<file path="src/rtl/alu_execute_unit_if.sv">
// Handshake and operand bundle between the ID/EX stage and the execute-stage ALU.
// The hazard unit drives flush and observes ready through the same bundle.
interface alu_execute_unit_if #(
  parameter int WIDTH = 32
);
  logic             in_valid;
  logic [2:0]       ALUControl;
  logic             ALUSel;
  logic [1:0]       FlagWrite;
  logic [WIDTH-1:0] SrcA;
  logic [WIDTH-1:0] SrcB;
  logic             flush;
  logic             ready;
  logic             out_valid;
  logic [WIDTH-1:0] ALUResult;
  logic [3:0]       ALUFlags;
  logic             illegal;

  modport master (
    output in_valid, ALUControl, ALUSel, FlagWrite, SrcA, SrcB, flush,
    input  ready, out_valid, ALUResult, ALUFlags, illegal
  );

  modport slave (
    input  in_valid, ALUControl, ALUSel, FlagWrite, SrcA, SrcB, flush,
    output ready, out_valid, ALUResult, ALUFlags, illegal
  );
endinterface

</file>
<file path="src/rtl/alu_execute_unit.sv">
// Execute-stage ALU: single-cycle add/sub/shift, iterative shift-add multiply,
// registered result and NZCV flag register with per-pair write enables.
module alu_execute_unit #(
  parameter int WIDTH = 32
) (
  input  logic               clk,
  input  logic               reset,
  alu_execute_unit_if.slave  bus
);
  localparam int SHW = $clog2(WIDTH);
  localparam logic [2:0] OP_ADD = 3'b000;
  localparam logic [2:0] OP_SUB = 3'b001;
  localparam logic [2:0] OP_MUL = 3'b010;
  localparam logic [2:0] OP_SLL = 3'b011;
  localparam logic [2:0] OP_SRL = 3'b111;

  typedef enum logic {IDLE, MUL} state_t;

  state_t           state_q;
  logic [SHW-1:0]   cnt_q;
  logic [WIDTH-1:0] acc_q, mcand_q, mplier_q, result_q;
  logic [1:0]       fw_q;
  logic             out_valid_q, illegal_q;
  logic [3:0]       flags_q;

  logic             accept, is_illegal, is_mul, mul_last;
  logic [WIDTH-1:0] b_op, sum, single_res, acc_step;
  logic             carry, ovf, single_c, single_v;
  logic [SHW-1:0]   shamt;

  always_comb begin
    accept     = bus.in_valid && (state_q == IDLE) && !bus.flush;
    is_illegal = bus.ALUSel || (bus.ALUControl inside {3'b100, 3'b101, 3'b110});
    is_mul     = !is_illegal && (bus.ALUControl == OP_MUL);
    // Sub is A + ~B + 1, so the adder's carry out reads as "no borrow".
    b_op       = (bus.ALUControl == OP_SUB) ? ~bus.SrcB : bus.SrcB;
    {carry, sum} = {1'b0, bus.SrcA} + {1'b0, b_op}
                   + {{WIDTH{1'b0}}, (bus.ALUControl == OP_SUB)};
    ovf        = (bus.SrcA[WIDTH-1] == b_op[WIDTH-1]) && (sum[WIDTH-1] != bus.SrcA[WIDTH-1]);
    shamt      = bus.SrcB[SHW-1:0];
    single_res = '0;
    single_c   = 1'b0;
    single_v   = 1'b0;
    case (bus.ALUControl)
      OP_ADD, OP_SUB: begin
        single_res = sum;
        single_c   = carry;
        single_v   = ovf;
      end
      OP_SLL:  single_res = bus.SrcA << shamt;
      OP_SRL:  single_res = bus.SrcA >> shamt;
      default: single_res = '0;
    endcase
    acc_step = mplier_q[0] ? (acc_q + mcand_q) : acc_q;
    mul_last = (cnt_q == SHW'(WIDTH - 1));
  end

  function automatic logic [3:0] upd_flags(input logic [3:0] old, input logic [WIDTH-1:0] res,
                                           input logic c, input logic v, input logic [1:0] fw);
    logic [3:0] nf;
    nf = old;
    if (fw[1]) begin
      nf[3] = res[WIDTH-1];
      nf[2] = (res == '0);
    end
    if (fw[0]) begin
      nf[1] = c;
      nf[0] = v;
    end
    return nf;
  endfunction

  always_ff @(posedge clk or posedge reset) begin
    if (reset) begin
      state_q     <= IDLE;
      cnt_q       <= '0;
      acc_q       <= '0;
      mcand_q     <= '0;
      mplier_q    <= '0;
      fw_q        <= 2'b00;
      result_q    <= '0;
      flags_q     <= 4'b0000;
      out_valid_q <= 1'b0;
      illegal_q   <= 1'b0;
    end else begin
      out_valid_q <= 1'b0;
      case (state_q)
        IDLE: begin
          if (accept) begin
            if (is_mul) begin
              mcand_q  <= bus.SrcA;
              mplier_q <= bus.SrcB;
              acc_q    <= '0;
              cnt_q    <= '0;
              fw_q     <= bus.FlagWrite;
              state_q  <= MUL;
            end else begin
              out_valid_q <= 1'b1;
              illegal_q   <= is_illegal;
              if (is_illegal) begin
                result_q <= '0;
              end else begin
                result_q <= single_res;
                flags_q  <= upd_flags(flags_q, single_res, single_c, single_v, bus.FlagWrite);
              end
            end
          end
        end
        MUL: begin
          // Flush beats completion, even on the final iteration.
          if (bus.flush) begin
            state_q <= IDLE;
          end else begin
            acc_q    <= acc_step;
            mcand_q  <= mcand_q << 1;
            mplier_q <= mplier_q >> 1;
            cnt_q    <= cnt_q + 1'b1;
            if (mul_last) begin
              result_q    <= acc_step;
              flags_q     <= upd_flags(flags_q, acc_step, 1'b0, 1'b0, fw_q);
              out_valid_q <= 1'b1;
              illegal_q   <= 1'b0;
              state_q     <= IDLE;
            end
          end
        end
        default: state_q <= IDLE;
      endcase
    end
  end

  assign bus.ready     = (state_q == IDLE);
  assign bus.out_valid = out_valid_q;
  assign bus.ALUResult = result_q;
  assign bus.ALUFlags  = flags_q;
  assign bus.illegal   = illegal_q;
endmodule

</file>
<file path="src/flat_wrapper.sv">
// flat-port wrapper written by rule: the top's interface ports become plain ports
module alu_execute_unit_flat 
#(
  parameter int WIDTH = 32
)
  (clk, reset, bus_in_valid, bus_ALUControl, bus_ALUSel, bus_FlagWrite, bus_SrcA, bus_SrcB, bus_flush, bus_ready, bus_out_valid, bus_ALUResult, bus_ALUFlags, bus_illegal);
  alu_execute_unit_if #(.WIDTH(WIDTH)) bus_i ();
  input  logic clk;
  input  logic reset;
  input wire logic [$bits(bus_i.in_valid)-1:0] bus_in_valid;
  input wire logic [$bits(bus_i.ALUControl)-1:0] bus_ALUControl;
  input wire logic [$bits(bus_i.ALUSel)-1:0] bus_ALUSel;
  input wire logic [$bits(bus_i.FlagWrite)-1:0] bus_FlagWrite;
  input wire logic [$bits(bus_i.SrcA)-1:0] bus_SrcA;
  input wire logic [$bits(bus_i.SrcB)-1:0] bus_SrcB;
  input wire logic [$bits(bus_i.flush)-1:0] bus_flush;
  output wire logic [$bits(bus_i.ready)-1:0] bus_ready;
  output wire logic [$bits(bus_i.out_valid)-1:0] bus_out_valid;
  output wire logic [$bits(bus_i.ALUResult)-1:0] bus_ALUResult;
  output wire logic [$bits(bus_i.ALUFlags)-1:0] bus_ALUFlags;
  output wire logic [$bits(bus_i.illegal)-1:0] bus_illegal;
  assign bus_i.in_valid = bus_in_valid;
  assign bus_i.ALUControl = bus_ALUControl;
  assign bus_i.ALUSel = bus_ALUSel;
  assign bus_i.FlagWrite = bus_FlagWrite;
  assign bus_i.SrcA = bus_SrcA;
  assign bus_i.SrcB = bus_SrcB;
  assign bus_i.flush = bus_flush;
  assign bus_ready = bus_i.ready;
  assign bus_out_valid = bus_i.out_valid;
  assign bus_ALUResult = bus_i.ALUResult;
  assign bus_ALUFlags = bus_i.ALUFlags;
  assign bus_illegal = bus_i.illegal;
  alu_execute_unit #(.WIDTH(WIDTH)) u_core (.clk(clk), .reset(reset), .bus(bus_i));
endmodule
</file>
<file path="config.mk">
export PLATFORM = sky130hd
export DESIGN_NAME = alu_execute_unit_flat
export DESIGN_NICKNAME = d
export VERILOG_FILES = /design/src/rtl/alu_execute_unit_if.sv /design/src/rtl/alu_execute_unit.sv /design/src/flat_wrapper.sv
export SDC_FILE = /design/constraint.sdc
export NUM_CORES = 1
export LEC_CHECK = 0
export ABC_AREA = 1
export BUFFER_PORTS_ARGS = -buffer_cell sky130_fd_sc_hd__buf_2
export CORE_MARGIN = 5
export CORE_UTILIZATION = 55
export DETAILED_ROUTE_END_ITERATION = 16
export PLACE_DENSITY = 0.74
export SYNTH_ARGS = -nofsm -noshare
export SYNTH_HDL_FRONTEND = slang
export SYNTH_SLANG_ARGS = --single-unit
</file>
<file path="constraint.sdc">
create_clock -name clk -period 6.9 [get_ports clk]
set_input_delay 0.345 -clock clk [delete_from_list [all_inputs] [get_ports clk]]
set_output_delay 0.345 -clock clk [all_outputs]
set_load 0.05 [all_outputs]
</file>
==> tab_implementation.tex, run 1 <==
\begin{tabular}{lr}
\hline
Metric & Value \\
\hline
\multicolumn{2}{l}{\textbf{Route}} \\
First-pass detailed-route iteration total & 8 \\
Total wire length after detailed routing & 63.4 mm \\
Number of design rule violations left after detail routing & 0 \\
DR vias/cell & 6.18 \\
DR iter-0 viols & 2236 \\
WL per Instance & 21.6 µm \\
Routed vias & 18173 \\
Number of nets with antenna violations after routing & 0 \\
\multicolumn{2}{l}{\textbf{Critical path}} \\
Type of element capturing the critical path & flop \\
WP buf/inv & 3 \\
Largest fanout on the critical path & 31 \\
Critical path's largest stage delay & 0.67 ns \\
Type of the setup path with the least slack & in2reg \\
Slowest CP cell & nand2\_2 \\
Most frequent cell on the critical path & nand2\_1 \\
Worst setup SP type & input pin \\
Series of cell instances along the critical path & buf\_2, nor2\_2, buf\_4, nand2\_2, xnor2\_1, ha\_1, nand2\_1, inv\_1, nand2\_1, nand3\_1, nand2\_1, nand2\_1, a21oi\_1, nand2\_1, nand2\_1, nand2\_1, o21ai\_0, nand2\_1, nor2\_1, nand3\_1, nand2\_1, nand2\_1, nand2\_1 \\
Required time of the critical path & 7.28 ns \\
CP Data Arrival Time & 4.55 ns \\
Family with the most delay on the worst path & simple AND/OR/NAND/NOR gates \\
\multicolumn{2}{l}{\textbf{Clock tree}} \\
Total number of H-tree levels & 4 \\
Clock latency at the later pin of the worst-skew pair & 0.45 ns \\
Cell at the root of the clock tree & clkbuf\_16 \\
Total clock sinks & 142 \\
Number of buffers created by CTS & 17 \\
Number of buffers added to fix hold violations after cts & 0 \\
Number of setup buffers added after CTS & 0 \\
Cts repair resizes & 0 \\
Buffers from clock root to sink, at most & 2 \\
Clock tree from TritonCTS & yes \\
Clock-pin slew on the worst setup and hold paths & 0.08 ns \\
\multicolumn{2}{l}{\textbf{Global route}} \\
Number of global-route vias before repair & 16896 \\
Largest net degree at the start of global routing & 82 \\
Number of antenna violations at the first check in global routing & 2 \\
Global-route wire length before repair & 95.9 mm \\
Remaining Overflow, GRT & 0 \\
Global Route Usage Sum & 40.0\% \\
\multicolumn{2}{l}{\textbf{Logic synthesis}} \\
Post-synthesis cell area & 15100 µm² \\
Fraction of registers with async set/reset & 100\% \\
Unique masters post-synth & 45 \\
Cell count after synthesis & 2552 \\
Count of warnings emitted by yosys & 0 \\
Dominant register cell in the synthesized netlist & dfrtp\_1 \\
Count of flip-flops with a built-in enable after synthesis & 0 \\
Post-synthesis average cell area & 5.92 µm² \\
Nets in the synthesized netlist & 2696 \\
Sequential area share after synthesis & 23.5\% \\
Total of flip-flops plus latches after synthesis & 142 \\
\multicolumn{2}{l}{\textbf{Timing}} \\
Final critical-path share of the clock period & 60.5\% \\
Achievable clock frequency & 240 MHz \\
Final critical-path setup slack & 2.73 ns \\
Max Clock Skew & 0.0175 ns \\
Max transition margin & 22.1\% \\
Final Hold Vio Count & 0 \\
WHS & 0.0645 ns \\
Number of slew-limit violations in the final report & 0 \\
Number of setup violations in the final report & 0 \\
Final critical delay including setup and external delays & 4.17 ns \\
Summed negative setup slack over all endpoints & 0 ns \\
Setup repair after global routing missed its margin & no \\
Tightest Pin Transition & 1.17 ns \\
\multicolumn{2}{l}{\textbf{Pwr}} \\
Total power of the final layout & 4200 µW \\
Reported leakage power & 0.00839 µW \\
Power Dens Cells & 258 nW/µm² \\
Worst IR Drop VDD & 0.176 mV \\
\multicolumn{2}{l}{\textbf{Layout}} \\
Proportion of layout cells with a drive suffix above 1 & 8.69\% \\
Final net count & 2731 \\
Growth of design area from synthesis to finish & 7.76\% \\
Number of standard cells in the final layout excluding fillers & 2942 \\
\multicolumn{2}{l}{\textbf{Place}} \\
Placed Cells & 2909 \\
Half-perimeter wire length after detailed placement & 48.5 mm \\
Global placement routability congestion & 1.17 \\
Number of input and output port buffers inserted & 112 \\
Pre-CTS WS & 2.42 ns \\
\multicolumn{2}{l}{\textbf{Die}} \\
Area of the die & 30900 µm² \\
Boundary pin count & 113 \\
Initial Util & 55.9\% \\
Area of the core & 27000 µm² \\
Die outline height & 176 µm \\
Chip width & 176 µm \\
FP Rows & 60 \\
\multicolumn{2}{l}{\textbf{Hold path}} \\
Worst hold path class & in2async \\
\multicolumn{2}{l}{\textbf{Run}} \\
Max-Cap Viols & 0 \\
\multicolumn{2}{l}{\textbf{Run status}} \\
Run status & finished, final reports clean \\
\hline
\end{tabular}
per-stage QoR:
step,instance area (µm²),util [%]
2_1_floorplan,15100,-
3_5_place_dp,15700,58.2
5_1_grt,16300,60.2
6_report,16300,60.3
4_1_cts,16300,60.2
3_3_place_gp,15700,58.2
cell type report:
class,instances,area [µm²]
Sequential cell,142,3560
Tap cell,341,427
Clock inverter,14,129
Multi-Input combinational cell,2035,10100
Antenna cell,1,2.50
Clock buffer,18,429
Fill cell,2724,10700
Timing Repair Buffer,131,703
Inverter,260,985
layer usage:
metal	track usage, %	vias to the layer above	wire (µm)
met5	0	-	13
met4	27.4	2	5390
met3	8.67	294	6600
met2	61.6	1120	27000
met1	50.1	8239	24400
li1	-	8518	-
worst register-to-register path: cells and delay by family, from the launching register on:
kind | cells | cell delay [ns]
AND/OR/NAND/NOR | 3 | 0.36
AO/OA/AOI/OAI | 2 | 0.38
flip-flops | 1 | 0.75
buffers and inverters | 4 | 2.17
Yosys cell counts, drive strengths merged, types with 11 or more instances:
cell type / number / area share (%)
inv: 259 / 6.5
nor3: 23 / 0.76
nand2: 791 / 20
buf: 61 / 2.3
o21ai: 121 / 4.0
xnor2: 26 / 1.5
dfrtp: 142 / 24
nand4: 39 / 1.6
a31oi: 54 / 2.2
nor2: 249 / 6.2
or2: 17 / 0.70
ha: 68 / 5.6
o211ai: 37 / 1.8
nand3b: 12 / 0.60
nand3: 459 / 15
a21oi: 93 / 3.1
xor2: 11 / 0.64
clkbuf: 54 / 1.3
layout by cell type (no fill, tap or decap), drive strengths merged, types with 23 or more instances in the layout:
cell	netlist	layout
xnor2	26	26
dfrtp	142	142
nor3	23	23
ha	68	68
a21oi	93	93
o211ai	37	37
nand4	39	39
nand3	459	459
a31oi	54	54
buf	61	131
inv	259	265
o21ai	121	121
nor2	249	249
nand2	791	791
state kept, by name (all words and copies together), names as in the netlist:
name                  flops
u_core.bus.illegal        1
u_core.bus.ALUFlags       4
u_core.state_q            1
u_core.mcand_q           32
u_core.bus.out_valid      1
u_core.bus.ALUResult     32
u_core.cnt_q              5
u_core.acc_q             32
u_core.fw_q               2
u_core.mplier_q          32
cells by family (layout without fill, tap and decap cells):
kind of cell,Yosys count,in the layout,share of synthesized area (%)
DFF,142,142,23.5
AOI/OAI and AO/OA,328,328,12.3
xor gates and xnor gates,37,37,2.14
and+or+nand+nor,1599,1599,46.0
other,0,1,0
buffers and inverters,375,423,10.1
adders and majority gates,70,70,5.90
muxes,1,1,0.0662
final timing paths:
check | from | end | slack, ns | cells past startpoint
hold reg to reg | u_core.fw_q[1] | u_core.fw_q[1] | 0.48 | 2
hold / removal | reset | u_core.mplier_q[17] | 0.06 | 2
max in group asynchronous | reset | u_core.state_q | 5.39 | 3
min in group clk | bus_FlagWrite[0] | u_core.fw_q[0] | 0.17 | 3
setup reg to reg | u_core.state_q | u_core.mplier_q[27] | 3.11 | 9
setup / recovery | bus_ALUControl[1] | u_core.bus.ALUFlags[2] | 2.73 | 23
power breakdown:
group | internal [µW] | switching, µW
Sequential | 1020 | 145
Combinational | 630 | 1480
Clock | 476 | 453
No activity file was read; power rests on OpenSTA's default activity.
==> run 2, diff against run 1 <==
--- a/config.mk
+++ b/config.mk
@@ -5,12 +5,12 @@
 export SDC_FILE = /design/constraint.sdc
 export NUM_CORES = 1
 export LEC_CHECK = 0
-export ABC_AREA = 1
+export ABC_AREA = 0
 export BUFFER_PORTS_ARGS = -buffer_cell sky130_fd_sc_hd__buf_2
 export CORE_MARGIN = 5
 export CORE_UTILIZATION = 55
 export DETAILED_ROUTE_END_ITERATION = 16
-export PLACE_DENSITY = 0.74
+export PLACE_DENSITY = 0.77
 export SYNTH_ARGS = -nofsm -noshare
 export SYNTH_HDL_FRONTEND = slang
 export SYNTH_SLANG_ARGS = --single-unit
==> constraint.sdc (replaced) <==
create_clock -name clk -period 3.6 [get_ports clk]
set_input_delay 0.18 -clock clk [delete_from_list [all_inputs] [get_ports clk]]
set_output_delay 0.18 -clock clk [all_outputs]
set_load 0.05 [all_outputs]
==> run 2 against run 1 <==
  * The run now ends with setup timing left
  * Sequential share of layout area down 3.7 points
  * Clock power up 93%
  * Sequential cell count unchanged
  * Critical path depth down 5
  * Sequential power up 90%
  * Global-route usage up 3.0 points
  * Register-to-register slack worse by 3.2 ns
  * Via count down 3.4%
  * First-iteration DRC count up 2.2%
==> tab_implementation.tex, run 2 <==
\begin{tabular}{lr}
\hline
Metric & Value \\
\hline
\multicolumn{2}{l}{\textbf{Run status}} \\
Run status & finished with violations \\
Failing checks & setup timing \\
\multicolumn{2}{l}{\textbf{Timing}} \\
Number of slew-limit violations in the final report & 0 (unchanged) \\
Final Hold Vio Count & 0 (unchanged) \\
Tightest Pin Transition & 0.995 ns (-0.174 ns) \\
Number of setup violations in the final report & 1 (+1) \\
Max Clock Skew & 0.0225 ns (+0.00501 ns) \\
Setup repair after global routing missed its margin & yes \\
Final critical-path setup slack & -0.112 ns (-2.84 ns) \\
Achievable clock frequency & 269 MHz \\
Max transition margin & 33.7\% (+12 points) \\
Final critical delay including setup and external delays & 3.71 ns \\
Final critical-path share of the clock period & 103\% \\
\multicolumn{2}{l}{\textbf{Route}} \\
Number of nets with antenna violations after routing & 0 (unchanged) \\
Routed metal-1 wire length & 25.3 mm (+3.8\%) \\
Max layer used & met5 \\
WL per Instance & 26.6 µm (+23\%) \\
Wire length on met3 & 7.50 mm (+14\%) \\
DR vias/cell & 6.82 (+10\%) \\
Number of design rule violations left after detail routing & 0 (unchanged) \\
Routed wl met2 & 30.3 mm (+12\%) \\
DR iter-0 viols & 2286 (+2.2\%) \\
Routed vias & 17558 (-3.4\%) \\
Total wire length after detailed routing & 68.4 mm (+7.9\%) \\
First-pass detailed-route iteration total & 6 (-2) \\
\multicolumn{2}{l}{\textbf{Critical path}} \\
Required time of the critical path & 3.97 ns (-3.31 ns) \\
Type of element capturing the critical path & flop \\
CP Data Arrival Time & 4.08 ns (-0.47 ns) \\
Largest fanout on the critical path & 7 (-77\%) \\
Series of cell instances along the critical path & clkbuf\_4, or3b\_4, clkbuf\_16, xnor2\_1, ha\_1, nand4\_1, nor3\_2, o211ai\_1, buf\_4, buf\_4, nand2\_2, a211o\_1, o311a\_1, or4bb\_4, nor4\_4, nand4\_1, o41ai\_2, a31o\_1 \\
Type of the setup path with the least slack & in2reg \\
Slowest CP cell & or4bb\_4 \\
Critical path's largest stage delay & 0.50 ns (-0.17 ns) \\
Worst setup SP type & input pin \\
\multicolumn{2}{l}{\textbf{Clock tree}} \\
Total number of H-tree levels & 4 (unchanged) \\
Clock tree from TritonCTS & yes \\
Clock-pin slew on the worst setup and hold paths & 0.07 ns (about the same) \\
Buffers from clock root to sink, at most & 2 (unchanged) \\
Clock latency at the later pin of the worst-skew pair & 0.44 ns (about the same) \\
Total clock sinks & 142 (unchanged) \\
Number of buffers created by CTS & 17 (unchanged) \\
Cell at the root of the clock tree & clkbuf\_16 \\
\multicolumn{2}{l}{\textbf{Layout}} \\
Final net count & 2364 (-13\%) \\
Leading cell types in the layout, fill and taps excluded & 404 x buf\_4, 270 x nand2\_1, 164 x o21ai\_0 \\
Number of standard cells in the final layout excluding fillers & 2575 (-12\%) \\
Most frequent standard cell in the layout excluding fill and tap cells & buf\_4 \\
Utilization after layout & 73.4\% (+13 points) \\
Proportion of layout cells with a drive suffix above 1 & 32.7\% (+24 points) \\
Growth of design area from synthesis to finish & 32.7\% \\
\multicolumn{2}{l}{\textbf{Global route}} \\
Number of antenna violations at the first check in global routing & 4 (+2) \\
Remaining Overflow, GRT & 0 (unchanged) \\
Number of global-route vias before repair & 16811 (-0.50\%) \\
Global-route wire length before repair & 101 mm (+5.6\%) \\
Largest net degree at the start of global routing & 116 (+41\%) \\
Global Route Usage Sum & 43.0\% (+3.0 points) \\
\multicolumn{2}{l}{\textbf{Place}} \\
Half-perimeter wire length after detailed placement & 53.2 mm (+9.9\%) \\
Global placement routability congestion & 1.17 (about the same) \\
Placed Cells & 2520 (-13\%) \\
Number of input and output port buffers inserted & 112 (unchanged) \\
\multicolumn{2}{l}{\textbf{Die}} \\
FP Rows & 60 (unchanged) \\
Die outline height & 174 µm (-1.1\%) \\
Initial Util & 55.3\% (-0.57 points) \\
Area of the die & 30200 µm² (-2.3\%) \\
Boundary pin count & 113 (unchanged) \\
Area of the core & 26700 µm² (-1.4\%) \\
Chip width & 174 µm (-1.1\%) \\
\multicolumn{2}{l}{\textbf{Logic synthesis}} \\
Fraction of registers with async set/reset & 100\% (unchanged) \\
Total of flip-flops plus latches after synthesis & 142 (unchanged) \\
Count of warnings emitted by yosys & 0 (unchanged) \\
Synth cell count leaders & 272 x nand2\_1, 170 x o21ai\_0, 142 x dfrtp\_1, 132 x mux2i\_1, 105 x a21oi\_1 \\
Dominant register cell in the synthesized netlist & dfrtp\_1 \\
Biggest area contributors in the synthesized netlist & dfrtp\_1 24\%, mux2i\_1 9.0\%, nand2\_1 6.9\%, mux4\_2 6.0\%, ha\_1 5.8\% \\
Count of flip-flops with a built-in enable after synthesis & 0 (unchanged) \\
Sequential area share after synthesis & 24.1\% (+0.58 points) \\
Post-synthesis cell area & 14700 µm² (-2.4\%) \\
Top-area cell type share of the netlist area & 24.1\% (+0.58 points) \\
Unique masters post-synth & 91 (+100\%) \\
Nets in the synthesized netlist & 1935 (-28\%) \\
Synth area leader & dfrtp\_1 \\
Most used standard cell by instance count after synthesis & nand2\_1 \\
Cell count after synthesis & 1791 (-30\%) \\
Post-synthesis average cell area & 8.23 µm² (+39\%) \\
\multicolumn{2}{l}{\textbf{Run}} \\
Max-Cap Viols & 0 (unchanged) \\
\multicolumn{2}{l}{\textbf{Pwr}} \\
Reported leakage power & 0.00872 µW (+4.0\%) \\
Worst IR Drop VDD & 0.282 mV (+60\%) \\
Power Dens Cells & 427 nW/µm² (+66\%) \\
\multicolumn{2}{l}{\textbf{Hold path}} \\
Worst hold path class & in2reg \\
\hline
\end{tabular}
[run 2: changes by cell type after synthesis, sizes merged, moves of 19 or more]
| cell | change |
|---|---|
| nand3 | -419 |
| mux4 | +39 |
| a31oi | -26 |
| mux2i | +131 |
| o21ai | +54 |
| nand2 | -519 |
| o21a | +23 |
| xnor2 | +26 |
| inv | -229 |
| mux2 | +45 |
| clkbuf | +30 |
| nor2b | +19 |
| nor2 | -152 |
[run 2: per-stage QoR]
stage | worst slack [ns] | area, µm² | hold slack, ns | TNS (ns) | power (µW)
after floorplan | -0.286 | 14900 | 0.297 | -0.286 | 4550
after global routing | -0.195 | 19600 | 0.0197 | -0.348 | 8720
after detailed placement | -0.813 | 18400 | 0.332 | -4.38 | 6180
after global placement | -0.811 | 18400 | 0.311 | -3.23 | 6060
after CTS | -0.100 | 19200 | 0.0113 | -0.100 | 8030
final | -0.112 | 19600 | 0.0198 | -0.112 | 8350
[run 2: path summary, 6_finish.rpt]
kind	start	end	slack (ns)	depth (start not counted)
worst min register to register	u_core.bus.ALUResult[15]	u_core.bus.ALUResult[15]	0.49	1
max in group asynchronous	reset	u_core.acc_q[6]	2.59	4
min in group asynchronous	reset	u_core.cnt_q[3]	0.44	4
worst max-delay path	bus_ALUControl[1]	u_core.bus.ALUFlags[2]	-0.11	18
worst max register to register	u_core.cnt_q[0]	u_core.bus.ALUFlags[2]	-0.08	14
worst min-delay path	bus_FlagWrite[0]	u_core.fw_q[0]	0.02	2
[run 2: final cells by class]
| type | count | area [µm²] |
|---|---|---|
| Clock buffer | 20 | 437 |
| Timing Repair Buffer | 537 | 3970 |
| Fill cell | 1971 | 7080 |
| Tap cell | 341 | 427 |
| Multi-Input combinational cell | 1491 | 10900 |
| Antenna cell | 1 | 2.50 |
| Clock inverter | 12 | 126 |
| Sequential cell | 142 | 3560 |
| Inverter | 31 | 120 |
[run 2: where the power goes]
| group | total, µW | switching, µW | internal [µW] |
|---|---|---|---|
| Clock | 1790 | 817 | 971 |
| Combinational | 4360 | 2520 | 1840 |
| Sequential | 2200 | 275 | 1930 |
[run 2: routing by layer]
layer	up-vias	global-route usage (%)
met2	1237	68.0
met3	351	9.84
met1	8405	54.3
met5	-	0
met4	6	24.3
li1	7559	-
[run 2: what timing repair did]
action                                 CTS  global route
endpoints found under the hold margin   62             0
cloned                                   0             1
hold buffers                             1             0
pin swaps                               24            41
gates resized for setup                 30            44
setup endpoints to repair                5             5
buffers inserted                         8            14
[run 2: kinds of logic (layout without fill, tap and decap cells)]
group | count (synthesis) | count (layout) | share of synthesized area, %
buffers and inverters | 158 | 600 | 4.55
flip-flops | 142 | 142 | 24.1
XOR/XNOR | 68 | 68 | 4.04
adder cells (fa/ha/maj) | 70 | 70 | 6.04
other | 0 | 1 | 0
AO/OA/AOI/OAI | 551 | 551 | 24.4
multiplexers | 216 | 216 | 18.4
AND/OR/NAND/NOR | 586 | 586 | 18.6
[run 2: worst max-delay path: cells and delay by family]
kind            cells  cell delay [ns]
compound gates      5             0.90
xor+xnor            1             0.13
fa+ha+maj           1             0.42
simple gates        7             1.78
buf+inv             4             0.66
